## src/rtl/button_debouncer.sv

```systemverilog
// Per-channel synchronizer, debouncer, edge-pulse and long-press detector for raw push-buttons.
// Every register is synchronous to clk; rst is synchronous, active-high and overrides all updates.
//
// state       | meaning
// ------------|--------------------------------------------------------------
// LOW         | level 0, synchronized input agrees (dcnt == 0)
// ARMING_HIGH | level 0, input has read 1 for dcnt consecutive cycles
// HIGH        | level 1, synchronized input agrees (dcnt == 0)
// ARMING_LOW  | level 1, input has read 0 for dcnt consecutive cycles
module button_debouncer #(
    parameter int             N             = 4,
    parameter int             STABLE_CYCLES = 50000,
    parameter int             HOLD_CYCLES   = 25000000,
    parameter logic [N-1:0]   INVERT        = {N{1'b0}}
) (
    input  logic         clk,
    input  logic         rst,
    input  logic [N-1:0] btn_raw,
    output logic [N-1:0] btn_level,
    output logic [N-1:0] btn_press,
    output logic [N-1:0] btn_release,
    output logic [N-1:0] btn_hold
);

    localparam int DW = $clog2(STABLE_CYCLES + 1);
    localparam int HW = $clog2(HOLD_CYCLES + 1);
    localparam logic [DW-1:0] D_TC  = DW'(STABLE_CYCLES - 1);
    localparam logic [HW-1:0] H_MAX = HW'(HOLD_CYCLES);

    // Encoding is (level, dcnt != 0), so the state is derived rather than stored.
    typedef enum logic [1:0] {
        LOW         = 2'b00,
        ARMING_HIGH = 2'b01,
        HIGH        = 2'b10,
        ARMING_LOW  = 2'b11
    } state_t;

    logic [N-1:0] s1, s2;

    always_ff @(posedge clk) begin
        if (rst) begin
            s1 <= '0;
            s2 <= '0;
        end else begin
            s1 <= btn_raw ^ INVERT;
            s2 <= s1;
        end
    end

    for (genvar ch = 0; ch < N; ch++) begin : g_ch
        state_t        state;
        logic          level, level_d;
        logic [DW-1:0] dcnt, dcnt_d;
        logic [HW-1:0] hcnt, hcnt_d;
        logic          press, press_d;
        logic          release_q, release_d;
        logic          hold, hold_d;

        assign state = state_t'({level, dcnt != '0});

        always_ff @(posedge clk) begin
            if (rst) begin
                level     <= 1'b0;
                dcnt      <= '0;
                hcnt      <= '0;
                press     <= 1'b0;
                release_q <= 1'b0;
                hold      <= 1'b0;
            end else begin
                level     <= level_d;
                dcnt      <= dcnt_d;
                hcnt      <= hcnt_d;
                press     <= press_d;
                release_q <= release_d;
                hold      <= hold_d;
            end
        end

        always_comb begin
            level_d = level;
            dcnt_d  = '0;
            case (state)
                LOW, ARMING_HIGH: begin
                    if (s2[ch]) begin
                        if (dcnt == D_TC) level_d = 1'b1;
                        else              dcnt_d  = dcnt + DW'(1);
                    end
                end
                HIGH, ARMING_LOW: begin
                    if (!s2[ch]) begin
                        if (dcnt == D_TC) level_d = 1'b0;
                        else              dcnt_d  = dcnt + DW'(1);
                    end
                end
                default: begin
                    level_d = 1'b0;
                    dcnt_d  = '0;
                end
            endcase
        end

        // Hold is qualified with the next level so it drops on the same edge as the level.
        always_comb begin
            press_d   = level_d & ~level;
            release_d = ~level_d & level;
            if (!level)             hcnt_d = '0;
            else if (hcnt == H_MAX) hcnt_d = hcnt;
            else                    hcnt_d = hcnt + HW'(1);
            hold_d    = level_d & (hcnt_d == H_MAX);
        end

        assign btn_level[ch]   = level;
        assign btn_press[ch]   = press;
        assign btn_release[ch] = release_q;
        assign btn_hold[ch]    = hold;
    end

endmodule

```

## config.mk

```make
export PLATFORM = sky130hd
export DESIGN_NAME = button_debouncer
export DESIGN_NICKNAME = d
export VERILOG_FILES = /design/src/rtl/button_debouncer.sv
export SDC_FILE = /design/constraint.sdc
export NUM_CORES = 1
export LEC_CHECK = 0
export ABC_AREA = 1
export CAP_MARGIN = 5
export CORE_MARGIN = 1
export CORE_UTILIZATION = 45
export DETAILED_ROUTE_END_ITERATION = 8
export RECOVER_POWER = 25
export SYNTH_ARGS = -nofsm -noshare
export SYNTH_HDL_FRONTEND = slang
export SYNTH_SLANG_ARGS = --single-unit
```

## constraint.sdc

```tcl
create_clock -name clk -period 2.4 [get_ports clk]
set_input_delay 0.48 -clock clk [delete_from_list [all_inputs] [get_ports clk]]
set_output_delay 0.48 -clock clk [all_outputs]
set_load 0.01 [all_outputs]
```

* Word-level counts from Yosys, hierarchy flattened
Index checks and enable logic that the tools add are counted.
** Storage, ports and cells
- Flip-flop bits (word level) :: 188
- Word-level logic and storage cells :: 138
- Output and inout port bits :: 16
- Input bits :: 6
** Cells by class
- Reductions and logical operators :: 16
- Add/subtract/negate cells :: 8
- Bitwise operators :: 20
- Mux-type cells :: 44
- Equal/unequal tests :: 24
** Operator list (count)
- 25-bit == test (second input constant) :: 8
- 25-bit two-way mux :: 8
- 16-bit two-way mux :: 12
- 16-bit one-hot mux with 2 select lines :: 4
- 25-bit by 1-bit adder with 25-bit output (second input constant) :: 4
- 16-bit by 1-bit adder with 16-bit output (second input constant) :: 4
- 16-bit == test (second input constant) :: 4
- 16-bit nonzero test :: 4
- 2-bit == test (second input constant) :: 8
- 1-bit two-way mux :: 16
- 2-bit OR reduction :: 8
- 1-bit bitwise AND :: 12
- 2-bit by 1-bit == test with 1-bit output (second input constant) :: 4
- 2-bit logical NOT :: 4
- 1-bit NOT :: 8
- 1-bit one-hot mux with 2 select lines :: 4

* Logic depth before layout (Yosys ltp)
- Word-level depth :: 6
- Mapped depth :: 13
- Depth with buffers taken out :: 13

* Worst setup path before layout
No wires, ideal clock.
- Kind :: reg-to-reg
- Start :: register g_ch[1].dcnt[0]
- End :: register g_ch[1].dcnt[14]
- Data required time :: 2280 ps
- Slack :: 692 ps
- Path buffers :: 0
- Arrival time :: 1588 ps
- Stages on the path, launching flop included :: 12
- Period minus slack after synthesis :: 1708 ps
- Setup time :: 120 ps
- Cell sequence :: dfxtp_1 -> ha_1 -> nand3_1 -> nor3_2 -> nand2_1 -> nor2_1 -> nand2_1 -> nor2_1 -> nand2_1 -> nor2_1 -> nand2_1 -> nor3b_2
** Between the ends
- Word-level cells in the longest chain between the ends :: 4
- Elaborated cells between the ends (all ways) :: 13
- Classes of those cells :: add/sub: 1; eq/ne: 4; mux: 4; reduce/logical: 4
** RTL lines
- start, declared :: line 53 : logic [DW-1:0] dcnt, dcnt_d;
- start signal, assigned :: line 71 : dcnt <= dcnt_d;
- 16-bit by 1-bit adder with 16-bit output (tied with other cells) :: line 86, 92
- 16-bit two-way mux (tied with other cells) :: line 85, 91
- 16-bit two-way mux (tied with other cells) :: line 90 : if (!s2[ch]) begin
- 16-bit one-hot mux with 2 select lines (*) :: line 82 : case (state)
Every way passes the cells marked *; elsewhere a longest branch is shown, timed or not.
A chain may end at the register's enable or synchronous reset.

* Final worst setup path
- Start :: register g_ch[3].level
- End :: output port btn_level[3]
** RTL lines
- start, declared :: line 52 : logic level, level_d;
- start signal, assigned :: line 70 : level <= level_d;
- end, declared :: line 19 : output logic [N-1:0] btn_level,
No word-level cell between the ends.

==> key figures <==
Worst setup path
  – Critical path's slowest cell: clkdlybuf4s50_1
  – Reg-to-Reg Start: g_ch[0].hcnt[0]
  – Critical Path Sink Type: output port
  – Crit path cell chain: clkdlybuf4s50_1
  – Family with the most delay on the worst path: buffers and inverters
  – Arrival time worst endpoint: around 1.6 ns
  – R2r endpoint: g_ch[0].hold
  – CP Class: flip-flop to output port
  – Worst r2r path cells: 9
  – Crit path from: g_ch[3].level
  – CP Max Fanout: 10
  – Buf+Inv Stages, Crit Path: 1
  – Critical Path Start Type: flip-flop
  – Slowest stage delay, CP: approximately 0.62 ns
  – R2R setup slack: about 0.36 ns
  – Worst path required time: around 1.9 ns

CTS
  – Max clock buf depth: 2
  – H-Tree Depth: 4
  – CTS tree: yes
  – Clock-pin slew on the worst setup and hold paths: ~0.070 ns
  – TritonCTS Buffers: 17
  – CTS Hold Bufs: 0
  – Clock root buffer: clkbuf_16
  – Clk sinks: 188
  – Worst-skew pair later-pin latency: 0.43 ns
  – Post-cts sizing count: 0
  – Setup bufs post-CTS: 0

Global routing
  – GRT Util Overall: 20.46%
  – First-pass GRT wire length: 37.00 mm
  – Final global-route overflow total: 0
  – Initial antenna violation count: 0
  – Largest net degree at the start of global routing: 35
  – Vias in the first global route: 7990

Timing
  – Period utilisation layout: 87.91%
  – Post-route minimum period: 2.110 ns
  – Fin. max-slew vios: 0
  – Hold Violations, Final: 0
  – RSZ-0062 raised after global routing: no
  – Worst-Margin Slew: 0.7303 ns
  – Setup tns final: 0 ns
  – Final WS setup: 0.2902 ns
  – Final setup violating endpoints: 0
  – Achievable Freq: 0.4740 GHz
  – Final clock skew: slightly above 0.009 ns
  – Relative slew margins: 51.31%

Cells and area
  – Footprint of the multi-input gates: 5035 um^2
  – Cell area after layout: 10810 um^2
  – Diodes inserted: 0
  – Register Area: 3764 um^2
  – Area growth, synth to finish: 10.06%
  – Nets: 1509
  – Most common cell after layout, fill and taps aside: nor2_1
  – Filler cells: roughly 2200
  – End-of-flow core utilization: 50.96%
  – Layout cells sized above 1: under 10%
  – Commonest cells after routing, fill and taps aside: nor2_1 (323), nand2_1 (301), inv_1 (210)

Route
  – Drt first pass iters: 5
  – Vias: about 8700
  – Drt initial violations: 528
  – WL/cell: 12.24 um
  – Detail Route Antenna Nets: 0
  – Routed wire length: around 22 mm
  – Vias per inst: 4.887
  – Residual DRC: 0

Yosys
  – Synth warn: 0
  – Post-Syn Instances: about 1500
  – Complex-gate fraction of the synthesized area: 5.871%
  – Largest family of logic cells by synthesized area: simple AND/OR/NAND/NOR gates
  – Mapped Area: 9824 um^2
  – Synth Flop Type: dfxtp_1
  – Async set-reset flop share out of synthesis: 0%
  – Syn Nets: 1499
  – Number of enable flip-flop cells after synthesis: 0
  – Synthesis-stage register bit count: 188
  – Post-Synth Adder-Cell Area: slightly above 2%
  – Xor and xnor area share after synthesis: 4.814%
  – Register area share after synthesis: 38.31%
  – Mux contribution to synthesized area: 0%
  – Synth cell types: 42
  – Simple-gate share of the synthesized area: approximately 39%
  – Syn avg cell area: ~6.7 um^2

Min path
  – WHS Endpoint: s2[0]
  – Hold/Removal Path Class: flip-flop to flip-flop
  – WHS Path Cells: 2
  – Min-delay src: s1[0]

Power
  – Power Dens Cells: 567.0 nW/um^2
  – Comb pwr share: 1.0%
  – Final Power: 6.131 mW
  – Internal power: 4.866 mW
  – Switching pwr: approximately 1.3 mW
  – Max VDD drop: 0.3877 mV
  – Sw Ratio: 20.64%
  – Leak pwr: 3.977 nW
  – Clock share of power: 47.9%
  – Flop pwr share: between 50% and 60%

Placed design
  – DP Worst Slack: ~0.40 ns
  – DP Wirelength: roughly 16 mm
  – Routability-driven placement congestion ratio: around 0.9
  – Dpl cell area: 10220 um^2
  – PortBufs: 21

Die
  – IO Count: 22
  – Die H: 149.8 um
  – Chip Width: 149.8 um
  – Initial core utilization: 46.30%
  – DIE AREA: 22430 um^2
  – Core area: about 21000 um^2
  – Rows: 53

Run status
  – Outcome: finished, final reports clean

Flow run
  – Max Cap Violations: 0
[cell usage after synthesis, drive strengths merged (11+ instances only)]
library cell | n | area, um^2
nor2 | 339 | 1355
nand2 | 306 | 1171
inv | 213 | 799.5
dfxtp | 188 | 3764
nand3 | 106 | 535.5
a21oi | 52 | 260.3
xor2 | 42 | 367.9
nor3 | 41 | 241.5
nand4 | 40 | 250.2
o21ai | 30 | 150.1
buf | 20 | 141.4
clkbuf | 17 | 63.81
ha | 16 | 200.2
xnor2 | 12 | 105.1
nand3b | 11 | 82.58
[flip-flops by register name, indices dropped and copies added (netlist names)]
register / cells
g_ch.hold: 4
g_ch.level: 4
s1: 4
s2: 4
g_ch.release_q: 4
g_ch.press: 4
g_ch.hcnt: 100
g_ch.dcnt: 64
[final cells by class]
class | count | share of cell area, %
clock buffer | 22 | 4.386
clock inverter | 10 | 1.284
inverter | 214 | 7.429
multi-input combinational | 1038 | 46.56
sequential | 188 | 34.81
tap | 275 | 3.182
timing repair buffer | 28 | 2.349
[power by group through the flow]
| stage | Clock, mW | Sequential, mW | Combinational (mW) |
|---|---|---|---|
| 5_1_grt | 3.14 | 3.13 | 0.0686 |
| 6_report | 2.94 | 3.13 | 0.0607 |
| 3_3_place_gp | 0 | 3.20 | 0.0624 |
| 2_1_floorplan | 0 | 3.20 | 0.0370 |
| 4_1_cts | 3.04 | 3.13 | 0.0631 |
| 3_5_place_dp | 0 | 3.20 | 0.0629 |
[worst max path at each step]
stage | slack (ns) | cells past startpoint | end
after floorplan | 0.69 | 11 | g_ch[1].dcnt[14]
after global placement | 0.41 | 7 | g_ch[1].dcnt[12]
after detailed placement | 0.40 | 8 | g_ch[3].dcnt[10]
after CTS | 0.27 | 1 | btn_level[3]
after global routing | 0.08 | 13 | g_ch[3].hold
final | 0.29 | 1 | btn_level[3]
[kinds of logic after synthesis]
family,after synthesis
and+or+nand+nor,864
AOI/OAI and AO/OA,104
buffers and inverters,251
xor gates and xnor gates,54
adders and majority gates,16
DFF,188
[stage by stage]
step                std cells  hold WS (ns)
floorplan                1477        0.3883
global placement         1743        0.3917
detailed placement       1743        0.3988
CTS                      1775        0.4081
global route             1775        0.4233
finish                   1775        0.4063
[routing by layer]
metal | track usage [%] | vias up | share of wire [%]
met5 | 0 | - | 0
met4 | 5.000 | 0 | 1.3
met3 | 4.146 | 24 | 3.8
met2 | 32.96 | 139 | 45
met1 | 27.86 | 3858 | 50
li1 | - | 4653 | -
Power figures use the tool's default switching activity.
==> RTL change 1, RTL diff (same flow settings) <==
Put one more register stage on the output `btn_hold`, cleared by the reset. The value now appears one clock later. The other outputs are not delayed to match.
--- a/src/rtl/button_debouncer.sv
+++ b/src/rtl/button_debouncer.sv
@@ -34,6 +34,8 @@
         HIGH        = 2'b10,
         ARMING_LOW  = 2'b11
     } state_t;
+
+    logic [N-1:0] btn_hold_d;
 
     logic [N-1:0] s1, s2;
 
@@ -112,7 +114,15 @@
         assign btn_level[ch]   = level;
         assign btn_press[ch]   = press;
         assign btn_release[ch] = release_q;
-        assign btn_hold[ch]    = hold;
+        assign btn_hold_d[ch]    = hold;
+    end
+
+    always_ff @(posedge clk) begin
+        if (rst) begin
+            btn_hold <= '0;
+        end else begin
+            btn_hold <= btn_hold_d;
+        end
     end
 
 endmodule
Formal check against the unedited RTL: no difference found for any inputs over 10 cycles, from zero or initial values and one cycle with rst high; that may be too few to reach the edited logic, so the function may still have changed.
==> RTL change 1 against the unedited design <==
Total power is 0.79% higher. Sequential cell count is 4 higher. Wire length grew 5.2%. Area after synthesis is 2.9% higher. Clock skew up 6.8 ps. Sequential share of layout area is 0.15 points lower. Maximum frequency shrank 1.7%. Final cell count up 4.2%. Setup slack got worse by 36 ps. Register-to-register slack about the same. Cell area increased by 2.6%. First-iteration DRC count rose by 17%. Sequential power up 2%. Highest routed layer unchanged.
==> RTL change 1: results (changes against the unedited design) <==
stage;metric;value;unit;change
timing;worst_slew_pin_slew;689.5;ps;-40.80 ps
global_route;globalRouteMet3Util;3.223;%;-0.92 points
cts;clkLatencyLatePin;440;ps;
global_route;grt_start_max_net_pins;36;;+2.9%
cts;cts-resized-gates;0;;unchanged
power;max-vdd-ir-drop;0.3863;mV;-0.36%
routing;first_iter_violations;616;;+17%
synth;synth_fp_nets;1564;;+4.3%
synth;ys_seq_area_share;38.03;%;-0.27 points
setup_path;crit_family;buffers and inverters;;
synth;synth_cell_types;43;;+2.4%
routing;wl_per_cell;12.36;µm;+0.98%
routing;num_vias;9162;;+5.6%
synth;synthArstFlopShare;0;%;unchanged
status;status;complete, no violations;;
global_route;first_global_vias;8457;;+5.8%
timing;worst_clock_skew;16.12;ps;+6.767 ps
global_route;met1_usage;27.56;%;-0.30 points
placement;hpwl;17370;µm;+6.7%
timing;worst_hold_slack;401.0;ps;-5.369 ps
setup_path;cp_max_fo;11;;+1
global_route;grt_use_met2;33.68;%;+0.72 points
global_route;grt_use_total;20.27;%;-0.19 points
cts;holdBufCountCts;0;;unchanged
finish;layout-drive-gt1-share;5.481;%;+0.61 points
power;p_leak;4.111;nW;+3.4%
synth;synth_area_leaders;dfxtp_1 38%, nand2_1 13%, nor2_1 12%, inv_1 7.2%, nand3_1 4.7%;;
cts;cts-root-buf;clkbuf_16;;
global_route;grt_pass1_wl;39210;µm;+6.0%
placement;gp_congestion;0.9095;;+1.5%
cts;postCtsSetupRepairBufs;0;;unchanged
synth;synthTopCellsByCount;353 x nand2_1, 332 x nor2_1, 195 x inv_1;;
-- RTL change 1: changes by cell type in the layout (fill, tap and decap cells not counted), sizes merged, moves of 3 or more --
cell    delta
nand2     +58
nand3      -5
a21oi      +3
nand3b     -4
inv        -7
o21ai      +6
dfxtp      +4
clkinv     +6
nor4       +4
nor3      +14
nor2      +15
xor2      -22
-- RTL change 1: power by group --
group / switching (mW) / leakage [nW] / internal [mW]
clock network: 1.28 / 0.285 / 1.64
registers: 0.00443 / 1.55 / 3.19
logic: 0.0456 / 2.28 / 0.0182
-- RTL change 1: stage by stage --
stage | setup slack (ps) | cell area [µm²] | cells | utilization (%) | power (mW)
after floorplan | 755.4 | 10110 | 1542 | - | 3.309
after global placement | 405.9 | 10550 | 1819 | 48.21 | 3.336
after detailed placement | 386.2 | 10550 | 1819 | 48.21 | 3.336
after CTS | 197.5 | 11140 | 1849 | 50.90 | 6.238
after global routing | 98.10 | 11090 | 1849 | 50.66 | 6.394
final | 254.6 | 11090 | 1849 | 50.66 | 6.179
-- RTL change 1: final cells by class --
| class | count | area, µm² |
|---|---|---|
| fillers | 2284 | 10800 |
| multi-input cells | 1109 | 5269 |
| flip-flops and latches | 192 | 3844 |
| inverters | 209 | 784.5 |
| clock buffers | 18 | 429.2 |
| well taps | 280 | 350.3 |
| repair buffers | 29 | 252.7 |
| clock inverters | 12 | 161.4 |
-- RTL change 1: metal layers --
layer | part of all wire (%) | routed length (µm)
met5 | 0 | 0
met4 | 0.83 | 190
met3 | 3.6 | 822
met2 | 46 | 10460
met1 | 50 | 11390
-- RTL change 1: final timing paths --
kind / cells past startpoint / end / from
setup / recovery: 1 / btn_level[1] / g_ch[1].level$_SDFF_PP0_
hold / removal: 2 / s2[3]$_SDFF_PP0_ / s1[3]$_SDFF_PP0_
setup reg to reg: 11 / g_ch[3].hold$_SDFF_PP0_ / g_ch[3].hcnt[0]$_SDFF_PP0_
hold reg to reg: 2 / s2[3]$_SDFF_PP0_ / s1[3]$_SDFF_PP0_
-- RTL change 1: kinds of logic after synthesis --
family | after synthesis | share of synthesized area [%]
buffers and inverters | 241 | 9.434
XOR/XNOR | 30 | 2.749
adder cells (fa/ha/maj) | 16 | 1.981
AO/OA/AOI/OAI | 113 | 6.166
flip-flops | 192 | 38.03
AND/OR/NAND/NOR | 950 | 41.64
-- RTL change 1: worst reg2reg max path, stage by stage (launching register included) --
cell,delay [ps]
dfxtp_1,380
ha_1,180
nand2_1,100
nor2_4,140
nand3_1,210
nor3_4,350
nand2_2,100
xnor2_2,150
nand2_1,60
nor2_1,120
nand2_1,60
nor2_1,120
==> RTL change 2, RTL diff (same settings) <==
Made on the original files. Set the parameter `N` to 5 (it was 4).
--- a/src/rtl/button_debouncer.sv
+++ b/src/rtl/button_debouncer.sv
@@ -8,7 +8,7 @@
 // HIGH        | level 1, synchronized input agrees (dcnt == 0)
 // ARMING_LOW  | level 1, input has read 0 for dcnt consecutive cycles
 module button_debouncer #(
-    parameter int             N             = 4,
+    parameter int             N             = 5,
     parameter int             STABLE_CYCLES = 50000,
     parameter int             HOLD_CYCLES   = 25000000,
     parameter logic [N-1:0]   INVERT        = {N{1'b0}}
Ports: changed (5 resized); port bits go from 22 to 27. The function was not compared with the original's and may differ.
==> RTL change 2 against the unedited design <==
Total power increased by 45%. Sequential power rose by 25%. Wire length grew 29%. Cell area rose by 29%. Sequential cell count up 47. Area after synthesis grew 26%. Setup slack got worse by 170 ps. Register-to-register slack lost 110 ps.
==> RTL change 2: results (changes against the unedited design) <==
stage;metric;value;unit;change
status;status;complete, no violations;;
synth;postSynthAreaPerCell;6.565;µm²;-1.3%
setup_path;r2r_cells;11;;+2
power;p_leak;5.124;nW;+29%
placement;hpwl;20900;µm;+28%
cts;cts.path.max_buffers;3;;+1
routing;wirelength;28130;µm;+29%
placement;port_buffers;26;;+24%
synth;yosys_warnings;0;;unchanged
setup_path;cp_slowest_cell;dfxtp_1;;
synth;synth_area_leaders;dfxtp_1 38%, nor2_1 12%, nand2_1 12%, inv_1 8.1%, nand3_1 6.0%;;
placement;dp_slack;350.1;ps;-50.15 ps
finish;layout-drive-gt1-share;5.895;%;+1.0 points
timing;worst_clock_skew;9.385;ps;+0.03494 ps
global_route;overflow;0;;unchanged
synth;ys_seq_area_share;37.88;%;-0.43 points
global_route;grt_start_max_net_pins;56;;+60%
routing;firstDrtPassIters;6;;+1
cts;cts.htree.levels;1;;-3
setup_path;worstSetupStartpoint;g_ch[1].level$_SDFF_PP0_;;
timing;fmax;0.4384;GHz;-7.5%
min_path;hp-class;reg -> reg;;
synth;synth_cell_types;45;;+7.1%
placement;dp.cells;2224;;+28%
setup_path;arrival;1800;ps;+170 ps
setup_path;cp_max_fo;12;;+2
global_route;first_global_vias;10530;;+32%
cts;cts-root-buf;clkbuf_16;;
synth;synthTopCellsByCount;399 x nor2_1, 395 x nand2_1, 268 x inv_1;;
synth;synthArstFlopShare;0;%;unchanged
setup_path;crit_path_end;btn_level[1];;
setup_path;r2r_start;g_ch[4].hcnt[0]$_SDFF_PP0_;;
setup_path;r2r_slack;250;ps;-110 ps
finish;top_regs;g_ch.hcnt: 125 flops, g_ch.dcnt: 80 flops;;
cts;clk_pin_slew;60;ps;
setup_path;reg2reg_to;g_ch[4].hold$_SDFF_PP0_;;
placement;dpl_cell_area;12940;µm²;+27%
finish;final_cell_count_no_fill;2275;;+28%
timing;hold_viol;0;;unchanged
synth;synth_fp_nets;1919;;+28%
routing;routed_via_density;4.978;;+1.9%
setup_path;crit_family;flip-flops;;
setup_path;slowest_delay;640;ps;+20 ps
placement;gp_congestion;0.9304;;+3.8%
power;max-vdd-ir-drop;0.4315;mV;+11%
cts;numCtsBuffers;28;;+11
global_route;antenna_found_initial;0;;unchanged
finish;num_antenna_cells;0;;unchanged
routing;first_iter_violations;697;;+32%
global_route;grt_use_total;20.18;%;-0.28 points
min_path;hold_depth;2;;unchanged
cts;clkLatencyLatePin;540;ps;+110 ps
global_route;grt_pass1_wl;48070;µm;+30%
timing;worst_slew_pin_slew;1377;ps;+646.6 ps
## RTL change 2: changes by cell type after synthesis, moves of 6 or more
cell     unedited run  this run
a21oi_1            52        65
dfxtp_1           188       235
inv_1             210       268
nand2_1           299       395
nand3_1           105       150
nand4_1            40        46
nor2_1            320       399
nor3_1             35        54
o21ai_0            29        49
## RTL change 2: cell type report
type / instances / area (µm²)
repair buffers: 35 / 320.3
multi-input cells: 1339 / 6425
well taps: 341 / 426.7
flip-flops and latches: 235 / 4706
inverters: 274 / 1028
fillers: 2715 / 13020
clock inverters: 6 / 180.2
clock buffers: 45 / 915.9
## RTL change 2: routing by layer
layer | share of wire (%) | vias up | global-route usage [%]
met3 | 3.9 | 50 | 2.750
li1 | - | 5995 | -
met4 | 2.4 | 0 | 5.415
met1 | 48 | 5081 | 26.38
met5 | 0 | - | 0
met2 | 46 | 198 | 34.84
## RTL change 2: logic make-up (layout without fill, tap and decap cells)
group	count (synthesis)	in the layout	synth area share (%)
XOR/XNOR	48	48	3.445
buffers and inverters	318	360	10.23
AND/OR/NAND/NOR	1126	1126	39.96
flip-flops	235	235	37.88
AO/OA/AOI/OAI	145	145	6.467
adder cells (fa/ha/maj)	20	20	2.015
## RTL change 2: where the power goes
part           internal, mW  leakage, nW  switching, mW  total, mW
registers              3.91         1.89        0.00608       3.92
clock network          3.23        0.539           1.65       4.87
logic                0.0242         2.69         0.0553     0.0795
total                  7.16         5.12           1.71       8.87
## RTL change 2: timing repair
| item | in CTS | in global routing |
|---|---|---|
| buffers inserted | 0 | 0 |
| resized for setup | 0 | 1 |
| setup endpoints to repair | 0 | 1 |
## RTL change 2: worst min path at each step
| stage | startpoint | to | slack [ps] |
|---|---|---|---|
| global placement | s1[2]$_SDFF_PP0_ | s2[2]$_SDFF_PP0_ | 390 |
| floorplan | s1[0]$_SDFF_PP0_ | s2[0]$_SDFF_PP0_ | 390 |
| CTS | s1[4]$_SDFF_PP0_ | s2[4]$_SDFF_PP0_ | 400 |
| detailed placement | s1[4]$_SDFF_PP0_ | s2[4]$_SDFF_PP0_ | 400 |
| finish | s1[0]$_SDFF_PP0_ | s2[0]$_SDFF_PP0_ | 400 |
| global route | s1[0]$_SDFF_PP0_ | s2[0]$_SDFF_PP0_ | 430 |
